$ cat src/rtl/contador_regressivo_bcd.sv
// ---------------------------------------------------------------------------
// contador_regressivo_bcd
//
// Parametrised multi-digit cascaded BCD down-counter for the timer datapath.
// Each digit has its own modulus, so one instance can count down mm:ss, ss,
// or a plain decimal value. Digit 0 is the least significant digit.
//
// Parameters:
//   DIGITS : number of cascaded digits (1..8)
//   MODS   : packed per-digit modulus, 4 bits per digit (legal 2..10, 4'hA = 10)
//
// Ports:
//   clk       : system clock, rising edge
//   clear     : asynchronous active-high reset
//   data      : BCD preset value, digit i at data[4i+3:4i]
//   load      : active-low synchronous load (wins over enable)
//   enable    : one decrement per cycle while high
//   count     : current BCD value
//   count_end : combinational, high when count is all zero
//   done      : registered one-cycle pulse when a decrement reaches zero
//   running   : registered, high while enabled and next count is non-zero
//
// Optional feature macro: CONTADOR_AUTO_RELOAD_EN
//   When defined, a shadow register keeps the last clamped load value and the
//   counter reloads from it when enabled at zero instead of holding.
// ---------------------------------------------------------------------------
module contador_regressivo_bcd #(
  parameter int          DIGITS = 4,
  parameter logic [31:0] MODS   = 32'h00006A6A
) (
  input  logic                  clk,
  input  logic                  clear,
  input  logic [4*DIGITS-1:0]   data,
  input  logic                  load,
  input  logic                  enable,
  output logic [4*DIGITS-1:0]   count,
  output logic                  count_end,
  output logic                  done,
  output logic                  running
);

  localparam int W = 4 * DIGITS;

  logic [W-1:0] count_q, count_d;
  logic         done_q, done_d;
  logic         running_q, running_d;

  logic [W-1:0] clampedVal;
  logic [W-1:0] decVal;
  logic [W-1:0] zeroFill;
  logic         countZero;

  logic [3:0]   modI;
  logic [3:0]   maxI;
  logic [3:0]   dIn;
  logic [3:0]   dCur;
  logic         borrow;

  assign countZero = (count_q == '0);

  // Per-digit clamp of the preset and the ripple-borrow decrement. The borrow
  // into digit i is set only when every lower digit of the current count is
  // zero; a borrowed digit at zero wraps to its own modulus minus one.
  always_comb begin
    clampedVal = '0;
    decVal     = '0;
    modI       = '0;
    maxI       = '0;
    dIn        = '0;
    dCur       = '0;
    borrow     = 1'b1;
    for (int i = 0; i < DIGITS; i++) begin
      modI = MODS[4*i +: 4];
      maxI = modI - 4'd1;
      dIn  = data[4*i +: 4];
      dCur = count_q[4*i +: 4];
      clampedVal[4*i +: 4] = (dIn >= modI) ? maxI : dIn;
      if (borrow) begin
        decVal[4*i +: 4] = (dCur == 4'd0) ? maxI : (dCur - 4'd1);
      end else begin
        decVal[4*i +: 4] = dCur;
      end
      borrow = borrow & (dCur == 4'd0);
    end
  end

`ifdef CONTADOR_AUTO_RELOAD_EN
  logic [W-1:0] shadow_q;

  // Shadow copy of every clamped load; enabling at zero restarts from it.
  always_ff @(posedge clk or posedge clear) begin
    if (clear) begin
      shadow_q <= '0;
    end else if (!load) begin
      shadow_q <= clampedVal;
    end
  end

  assign zeroFill = shadow_q;
`else
  // Without the shadow, enabling at zero simply holds zero.
  assign zeroFill = '0;
`endif

  // Next-state selection: load beats enable beats hold. done only fires when
  // a real decrement from a non-zero count lands on zero, never on a load or
  // on a reload from the shadow.
  always_comb begin
    count_d = count_q;
    done_d  = 1'b0;
    if (!load) begin
      count_d = clampedVal;
    end else if (enable) begin
      if (countZero) begin
        count_d = zeroFill;
      end else begin
        count_d = decVal;
        done_d  = (decVal == '0);
      end
    end
    running_d = enable & (count_d != '0);
  end

  // State registers, cleared asynchronously.
  always_ff @(posedge clk or posedge clear) begin
    if (clear) begin
      count_q   <= '0;
      done_q    <= 1'b0;
      running_q <= 1'b0;
    end else begin
      count_q   <= count_d;
      done_q    <= done_d;
      running_q <= running_d;
    end
  end

  assign count     = count_q;
  assign count_end = countZero;
  assign done      = done_q;
  assign running   = running_q;

endmodule

$ cat config.mk
export PLATFORM = sky130hd
export DESIGN_NAME = contador_regressivo_bcd
export DESIGN_NICKNAME = d
export VERILOG_FILES = /design/src/rtl/contador_regressivo_bcd.sv
export SDC_FILE = /design/constraint.sdc
export NUM_CORES = 1
export LEC_CHECK = 0
export CORE_ASPECT_RATIO = 1.5
export CORE_MARGIN = 5
export CORE_UTILIZATION = 48
export CTS_CLUSTER_DIAMETER = 50
export CTS_CLUSTER_SIZE = 10
export DETAILED_ROUTE_END_ITERATION = 10
export PLACE_DENSITY_LB_ADDON = 0.15
export SLEW_MARGIN = 20
export SYNTH_ARGS = -nofsm -noshare
export SYNTH_HDL_FRONTEND = slang
export SYNTH_SLANG_ARGS = --single-unit
export TNS_END_PERCENT = 50
$ cat constraint.sdc
create_clock -name clk -period 5.8 [get_ports clk]
set_input_delay 0.87 -clock clk [delete_from_list [all_inputs] [get_ports clk]]
set_output_delay 0.87 -clock clk [all_outputs]
set_load 0.02 [all_outputs]
==> results summary, run 1 <==
The clock sink count is 18. At the pin with the least slew margin, the transition time is 0.7594 ns. The number of cells produced by synthesis came out at about 130.

Leaving out fill and tap cells, the most frequent cell in the layout is sky130_fd_sc_hd__clkdlybuf4s50_1. The number of gates resized after CTS was 0. Clock latency on the worst-skew pair, taken at its later pin, is 0.30 ns. The number of cells on the critical path came out at 4. For this run, the total global-route usage over all layers was measured as 0.2041. The detailed-routing iteration count for the pre-antenna-repair pass is 4. The number of synthesized flops with an enable pin is 0. The detail route stage leaves a number of antenna-violating nets equal to 0. Of the available clock period, the critical path in the final layout requires 0.5640. Once detailed placement completed, the half-perimeter wirelength came to 2.518 mm. The number of antenna violations at the first check in global routing came out at 0. The mean area per synthesized cell came out at 8.919 sq um. STA puts the critical path data required time at 4.93 ns. The total count of max-transition violations in the final report came out at 0. Power comes to 0.3167 mW. The worst register-to-register path ends at running. The number of register bits inferred by synthesis came out at 18. The weighted congestion reported at the end of routability-driven placement came out at 0.8800. The via count is around 1,200. The clock tree buffer depth is 2. The worst setup path is launched from a flip-flop.

The share of the Yosys chip area taken by registers is 0.4040. The largest fanout on the critical path is 7. The maximum vdd ir drop came out at 0.0001439 V. The number of buffers created by CTS is 3.

The wire length per cell came out at around 18 um. Of all flip-flops after synthesis, the portion carrying an async set or reset was 1.000. The number of maximum-capacitance violations is 0. The longest individual stage delay on the worst path is 0.68 ns. The yosys synthesis warning count is 0. Setup violations remaining at the end of the flow were counted as 0. The critical path goes through nor4_1 -> nand2b_1 -> nor2_1 -> clkdlybuf4s50_1. The starting density of the core came out at 0.4992.

The count of cell types in the netlist is 38. The capture point of the critical path is count_end. The total inserted antenna cells came out at 0. The wire length of the first global-routing pass is 5.630 mm.

In this run the critical register-to-register path is launched from count[12]. The via count of the first global-routing pass came out at approximately 1,200. The tree is rooted in a sky130_fd_sc_hd__clkbuf_4.

The core outline area came out at 2233 sq um. The vias per cell is 6.500. The power density normalized to cell area came out at 206.3 nW/um^2. The setup check on the worst reg-to-reg path leaves a slack of 3.13 ns. The type of element capturing the critical path is an output pin. Entering global routing, the biggest net connects 25 pins. The die covers 3406 sq um.

The total buffers and inverters traversed by the critical path is 1. The most used flip-flop cell after synthesis is sky130_fd_sc_hd__dfrtp_1. Global routing finished with a remaining overflow of 0. The number of top-level pins came out at 39. The fraction of final layout cells sized beyond drive strength 1 came out at 0.05521. The buffers inserted during post-CTS setup optimization is 0. The worst hold path belongs to the class reg -> reg. The combined area of all synthesized cells is ~1100 sq um. The run finished with clean final reports. Setup repair after global routing left no endpoint under its margin. The floorplan step set the die height to 69.03 um. The net count of the finished layout is 185. Once placement finished, the instance area stood at 1513 sq um.

The count of endpoints failing hold in the final timing report came to 0. The H-tree level count came out at 1. The total negative setup slack is 0 ns. The largest clock skew in the final design came out at 0.006382 ns. Measured against its own limit, the worst slew margin works out to 0.4921.

Clock-pin slew was measured on the worst setup and hold paths at around 0.10 ns. The category of the critical setup timing path is reg -> out. The path depth of the worst reg2reg path is 6. The maximum operating frequency is 0.3057 GHz. The post-synth net total came out at 145. The shortest period the worst path allows came out at 3.271 ns. The final non-filler cell area came out at 1535 sq um. In this run the worst setup path begins at count[12]. The area overhead of the layout relative to synthesis is 37.71%.

In this run the static leakage power is roughly 0.6 nW. The data arrival time at the worst-slack endpoint came out at ~2.4 ns. The number of DRC markers in iteration 0 came out at 62. The DRC violations left came out at 0. The count of standard-cell rows came out at 21. The critical path's slowest cell is sky130_fd_sc_hd__nor4_1. Hold repair after CTS inserted 0 buffers.

The routed wire length is ~3.4 mm. In this run the horizontal extent of the chip is 49.35 um. The number of input and output port buffers inserted came out at 38. On the critical path the largest part of the delay comes from simple AND/OR/NAND/NOR gates. In the layout the commonest cells are 38 x sky130_fd_sc_hd__clkdlybuf4s50_1, 18 x sky130_fd_sc_hd__dfrtp_1, 17 x sky130_fd_sc_hd__nor2_1.

TritonCTS built the clock tree.
## layout make-up
type / count / area (sq um)
Multi-Input combinational cell: 99 / 634.4
Tap cell: 23 / 28.78
Fill cell: 193 / 698.2
Inverter: 5 / 18.77
Clock buffer: 3 / 22.52
Sequential cell: 18 / 450.4
Timing Repair Buffer: 38 / 380.4
## logic make-up (layout without fill, tap and decap cells)
family                 Yosys count  in the layout  synth area share
AO/OA/AOI/OAI                   31             31            0.2076
flip-flops                      18             18            0.4040
XOR/XNOR                         1              1          0.007858
AND/OR/NAND/NOR                 63             63            0.3176
multiplexers                     4              4           0.03592
buffers and inverters            8             46           0.02694
## worst min-delay path by stage
stage               cells past startpoint   endpoint      start
floorplan                               1  count[15]  count[15]
global placement                        1  count[15]  count[15]
detailed placement                      1  count[15]  count[15]
CTS                                     1  count[15]  count[15]
global route                            1  count[15]  count[15]
finish                                  1  count[15]  count[15]
## state kept, by name, summed over array words and instances, names as in the netlist
register / flops
done: 1
running: 1
count: 16
## report_power, final
group          internal (mW)  switching [mW]
clock network         0.0242          0.0399
logic                 0.0469          0.0513
registers              0.135          0.0190
total                  0.206           0.110
## cell usage after synthesis, types with 2 or more instances
cell,count,share of area
sky130_fd_sc_hd__o31ai_1,3,0.020
sky130_fd_sc_hd__o311ai_0,3,0.024
sky130_fd_sc_hd__o221ai_1,2,0.016
sky130_fd_sc_hd__nor3b_1,3,0.020
sky130_fd_sc_hd__nor4_1,6,0.034
sky130_fd_sc_hd__nor3_1,5,0.022
sky130_fd_sc_hd__o22ai_1,2,0.011
sky130_fd_sc_hd__clkbuf_1,3,0.010
sky130_fd_sc_hd__nand4_1,3,0.017
sky130_fd_sc_hd__o211a_1,2,0.018
sky130_fd_sc_hd__nand2b_1,3,0.017
sky130_fd_sc_hd__or3_1,3,0.017
sky130_fd_sc_hd__o21ai_0,6,0.027
sky130_fd_sc_hd__nand2_1,6,0.020
sky130_fd_sc_hd__a31oi_1,5,0.028
sky130_fd_sc_hd__mux2i_1,4,0.036
sky130_fd_sc_hd__nand3_1,7,0.031
sky130_fd_sc_hd__dfrtp_1,18,0.40
sky130_fd_sc_hd__nor2b_1,2,0.011
sky130_fd_sc_hd__inv_1,5,0.017
sky130_fd_sc_hd__nor2_1,17,0.057
## metrics by stage
step	setup slack, ns	hold WS, ns	instances	utilization
after floorplan	3.341	0.6493	125	-
after global placement	2.483	0.5650	183	0.6773
after detailed placement	2.392	0.5726	183	0.6773
after CTS	2.548	0.5871	186	0.6874
final	2.529	0.5861	186	0.6874
after global routing	2.391	0.6018	186	0.6874
## metal layers
metal | track usage | wire, um
met5 | 0 | 0
met4 | 0.1108 | 109
met3 | 0.04310 | 197
met2 | 0.3286 | 1674
met1 | 0.2466 | 1392
## worst register-to-register path: stages, from the launching register on
cell	delay, ns
sky130_fd_sc_hd__dfrtp_1	0.46
sky130_fd_sc_hd__nor4_1	0.68
sky130_fd_sc_hd__nand2b_1	0.19
sky130_fd_sc_hd__o21ai_1	0.46
sky130_fd_sc_hd__o221ai_1	0.22
sky130_fd_sc_hd__nor4_1	0.37
sky130_fd_sc_hd__a41oi_1	0.16
Note: power is estimated with default switching activity, not from simulation.
==> inputs of run 2 (changes only) <==
--- a/config.mk
+++ b/config.mk
@@ -7,7 +7,7 @@
 export LEC_CHECK = 0
 export CORE_ASPECT_RATIO = 1.5
 export CORE_MARGIN = 5
-export CORE_UTILIZATION = 48
+export CORE_UTILIZATION = 40
 export CTS_CLUSTER_DIAMETER = 50
 export CTS_CLUSTER_SIZE = 10
 export DETAILED_ROUTE_END_ITERATION = 10
==> constraint.sdc (replaced) <==
create_clock -name clk -period 2.8 [get_ports clk]
set_input_delay 0.42 -clock clk [delete_from_list [all_inputs] [get_ports clk]]
set_output_delay 0.42 -clock clk [all_outputs]
set_load 0.02 [all_outputs]
==> run 2 against run 1 <==
Compared with the run above: core utilization fell by 7.6 points; flip-flop and latch count unchanged; count of clock-buffer cells in the layout rose by 1; combinational power is 120% higher; global-route usage down 1.1 points; sequential power grew 110%; critical path type unchanged; largest cell class unchanged; largest power group unchanged.
==> results summary, run 2 (synthesized netlist as in run 1, its figures left out) <==
The class of the most critical hold timing path was in -> async (was reg -> reg). The category of the critical setup timing path is reg -> out (unchanged). The area overhead of the layout relative to synthesis was 46.80% (was 37.71%). The global-route total usage across every layer was 0.1934 (was 0.2041). The pin count of the biggest net entering global routing is 19 (was 25). The leading cell type in the layout, fill and taps excluded was sky130_fd_sc_hd__clkdlybuf4s50_1 (unchanged). The number of antenna violations at the first check in global routing is 0 (unchanged). The CTS clock-pin slew for the worst setup and hold paths was 0.07 ns (was 0.10 ns). The vias per cell came out at 5.947 (was 6.500).

The number of hold buffers added after cts came out at 0 (unchanged). The maximum vdd ir drop came out at 0.0003454 V (was 0.0001439 V). The height of the chip came out at 74.66 um (was 69.03 um).

The core outline area is 2676 sq um (was 2233 sq um). The starting density of the core was 0.4165 (was 0.4992). The post-detailed-route count of antenna-violating nets came out at 0 (unchanged).

RSZ-0062 raised after global routing: no (unchanged). The total leakage power is 0.6360 nW (was 0.5915 nW). The buffers inserted during post-CTS setup optimization was 0 (unchanged). The total of cells resized after clock tree synthesis is 0 (unchanged). The total inserted antenna cells is 0 (unchanged). The DRC violations left is 0 (unchanged). The number of setup violations in the final report is 0 (unchanged).

The number of flip-flops under the largest register name came to 16 (unchanged). The fraction of final layout cells sized beyond drive strength 1 came out at 0.1000 (was 0.05521). The via count of the first global-routing pass came out at 1,227 (was 1,231). The detailed-routing iteration count for the pre-antenna-repair pass came out at 4 (unchanged). The die outline area was 3965 sq um (was 3406 sq um). The wire length of the first global-routing pass came out at 5.733 mm (was 5.630 mm). The CTS tree was done (unchanged). Result of the run: finished, final reports clean (unchanged). The data arrival time at the worst-slack endpoint came out at 2.23 ns (was 2.40 ns).

The worst endpoint required time is 2.38 ns (was 4.93 ns). Commonest cells after routing, fill and taps aside: 38 x sky130_fd_sc_hd__clkdlybuf4s50_1, 18 x sky130_fd_sc_hd__dfrtp_1, 17 x sky130_fd_sc_hd__nor2_1 (unchanged). The routed wire length is 3.513 mm (was 3.372 mm). The buffer type at the clock tree root is sky130_fd_sc_hd__clkbuf_8 (was sky130_fd_sc_hd__clkbuf_4). The clock tree buffer depth is 2 (unchanged). Dividing the final minimum period by the clock period gives 0.9474. The number of buffers created by CTS is 3 (unchanged). The shortest period the worst path allows is approximately 2.7 ns. The startpoint kind of the worst setup timing path is a flip-flop (unchanged). The post-place setup slack is 0.1248 ns (was 2.392 ns).

The headroom to the max-slew limit came to 0.5435 (was 0.4921). The weighted congestion reported at the end of routability-driven placement is 0.8845 (was 0.8800). The largest clock skew in the final design is 0.003503 ns (was 0.006382 ns). The clock sink count is 18 (unchanged).

The H-tree level count came to 1 (unchanged). The number of DRC markers in iteration 0 is 28 (was 62). The total negative setup slack came out at 0 ns (unchanged).

The wire length per cell came out at 16.97 um (was 18.13 um). The clock latency of the later-clocked register in the worst-skew pair came to 0.26 ns (was 0.30 ns). The count of standard-cell rows is 23 (was 21). The type of element capturing the critical path is an output pin (unchanged).

The post-layout worst setup margin came out at 0.1473 ns (was 2.529 ns). The post-DP HPWL is 2.695 mm (was 2.518 mm). The maximum operating frequency is between 0.3 and 0.4 GHz. The count of endpoints failing hold in the final timing report came out at 0 (unchanged).

The power density normalized to cell area came to 460.9 nW/um^2 (was 206.3 nW/um^2). The number of top-level pins was 39 (unchanged). The number of input and output port buffers inserted came out at 38 (unchanged). The horizontal die dimension is 53.11 um (was 49.35 um). The via count was 1,231 (was 1,209). The number of maximum-capacitance violations was 0 (unchanged).

The path depth of the worst reg2reg path came to 6 (unchanged). The total global routing overflow came out at 0 (unchanged). The net count of the finished layout is 191 (was 185). The transition time of the tightest slew-check pin came out at 0.6839 ns (was 0.7594 ns). The largest fanout on the critical path came out at 7 (unchanged). The total count of max-transition violations in the final report was 0 (unchanged).
[run 2: changes by cell type in the layout (fill, tap and decap cells not counted)]
cell / previous run / this run
sky130_fd_sc_hd__clkbuf_4: 3 / 0
sky130_fd_sc_hd__buf_4: 0 / 6
sky130_fd_sc_hd__clkbuf_8: 0 / 4
sky130_fd_sc_hd__nor4_2: 1 / 2
sky130_fd_sc_hd__nor4_1: 6 / 5
[run 2: metrics by stage]
stage	hold slack [ns]	util	power, mW	area, sq um	std cells
floorplan	0.3586	-	0.4233	1115	125
finish	0.5585	0.6115	0.7543	1637	207
detailed placement	0.5739	0.5886	0.5349	1575	203
CTS	0.5840	0.6092	0.7547	1630	207
global route	0.6131	0.6115	0.7864	1637	207
global placement	0.5738	0.5886	0.5323	1575	203
[run 2: worst max-delay path, stage by stage, from the launching register on]
cell and delay (ns):
sky130_fd_sc_hd__dfrtp_1 0.47, sky130_fd_sc_hd__nor4_2 0.46, sky130_fd_sc_hd__nand3_1 0.22, sky130_fd_sc_hd__nor2_1 0.17, sky130_fd_sc_hd__clkdlybuf4s50_1 0.64
[run 2: path summary, 6_finish.rpt]
kind,startpoint,endpoint,slack (ns)
setup reg to reg,count[9],running,0.37
hold reg to reg,count[15],count[15],0.59
max in group asynchronous,clear,count[9],1.81
setup / recovery,count[9],count_end,0.15
min in group clk,count[15],count[15],0.59
hold / removal,clear,count[13],0.56
[run 2: per-layer routing]
| metal | up-vias | global-route usage | wire, um |
|---|---|---|---|
| met3 | 9 | 0.02376 | 213 |
| li1 | 584 | - | - |
| met1 | 584 | 0.2268 | 1360 |
| met5 | - | 0 | 0 |
| met4 | 0 | 0.1080 | 106 |
| met2 | 54 | 0.3356 | 1833 |
[run 2: cell type report]
cell class	count	area, sq um
fill	246	1040
multi-input combinational	99	640.6
sequential	18	450.4
timing repair buffer	44	425.4
clock buffer	4	55.05
tap	37	46.29
inverter	5	18.77
[run 2: where the power goes]
part           switching [mW]  total [mW]  leakage (nW)  internal [mW]
registers              0.0404       0.321         0.223          0.280
clock network          0.0959       0.221        0.0288          0.125
logic                   0.109       0.212         0.385          0.103
total                   0.245       0.754         0.636          0.509
==> inputs of run 3 (changes only) <==
--- a/config.mk
+++ b/config.mk
@@ -5,6 +5,7 @@
 export SDC_FILE = /design/constraint.sdc
 export NUM_CORES = 1
 export LEC_CHECK = 0
+export ABC_CLOCK_PERIOD_IN_PS = 2800
 export CORE_ASPECT_RATIO = 1.5
 export CORE_MARGIN = 5
 export CORE_UTILIZATION = 40
==> results of run 3 <==
No change in the layout: final DEF, timing and power equal those of run 2.
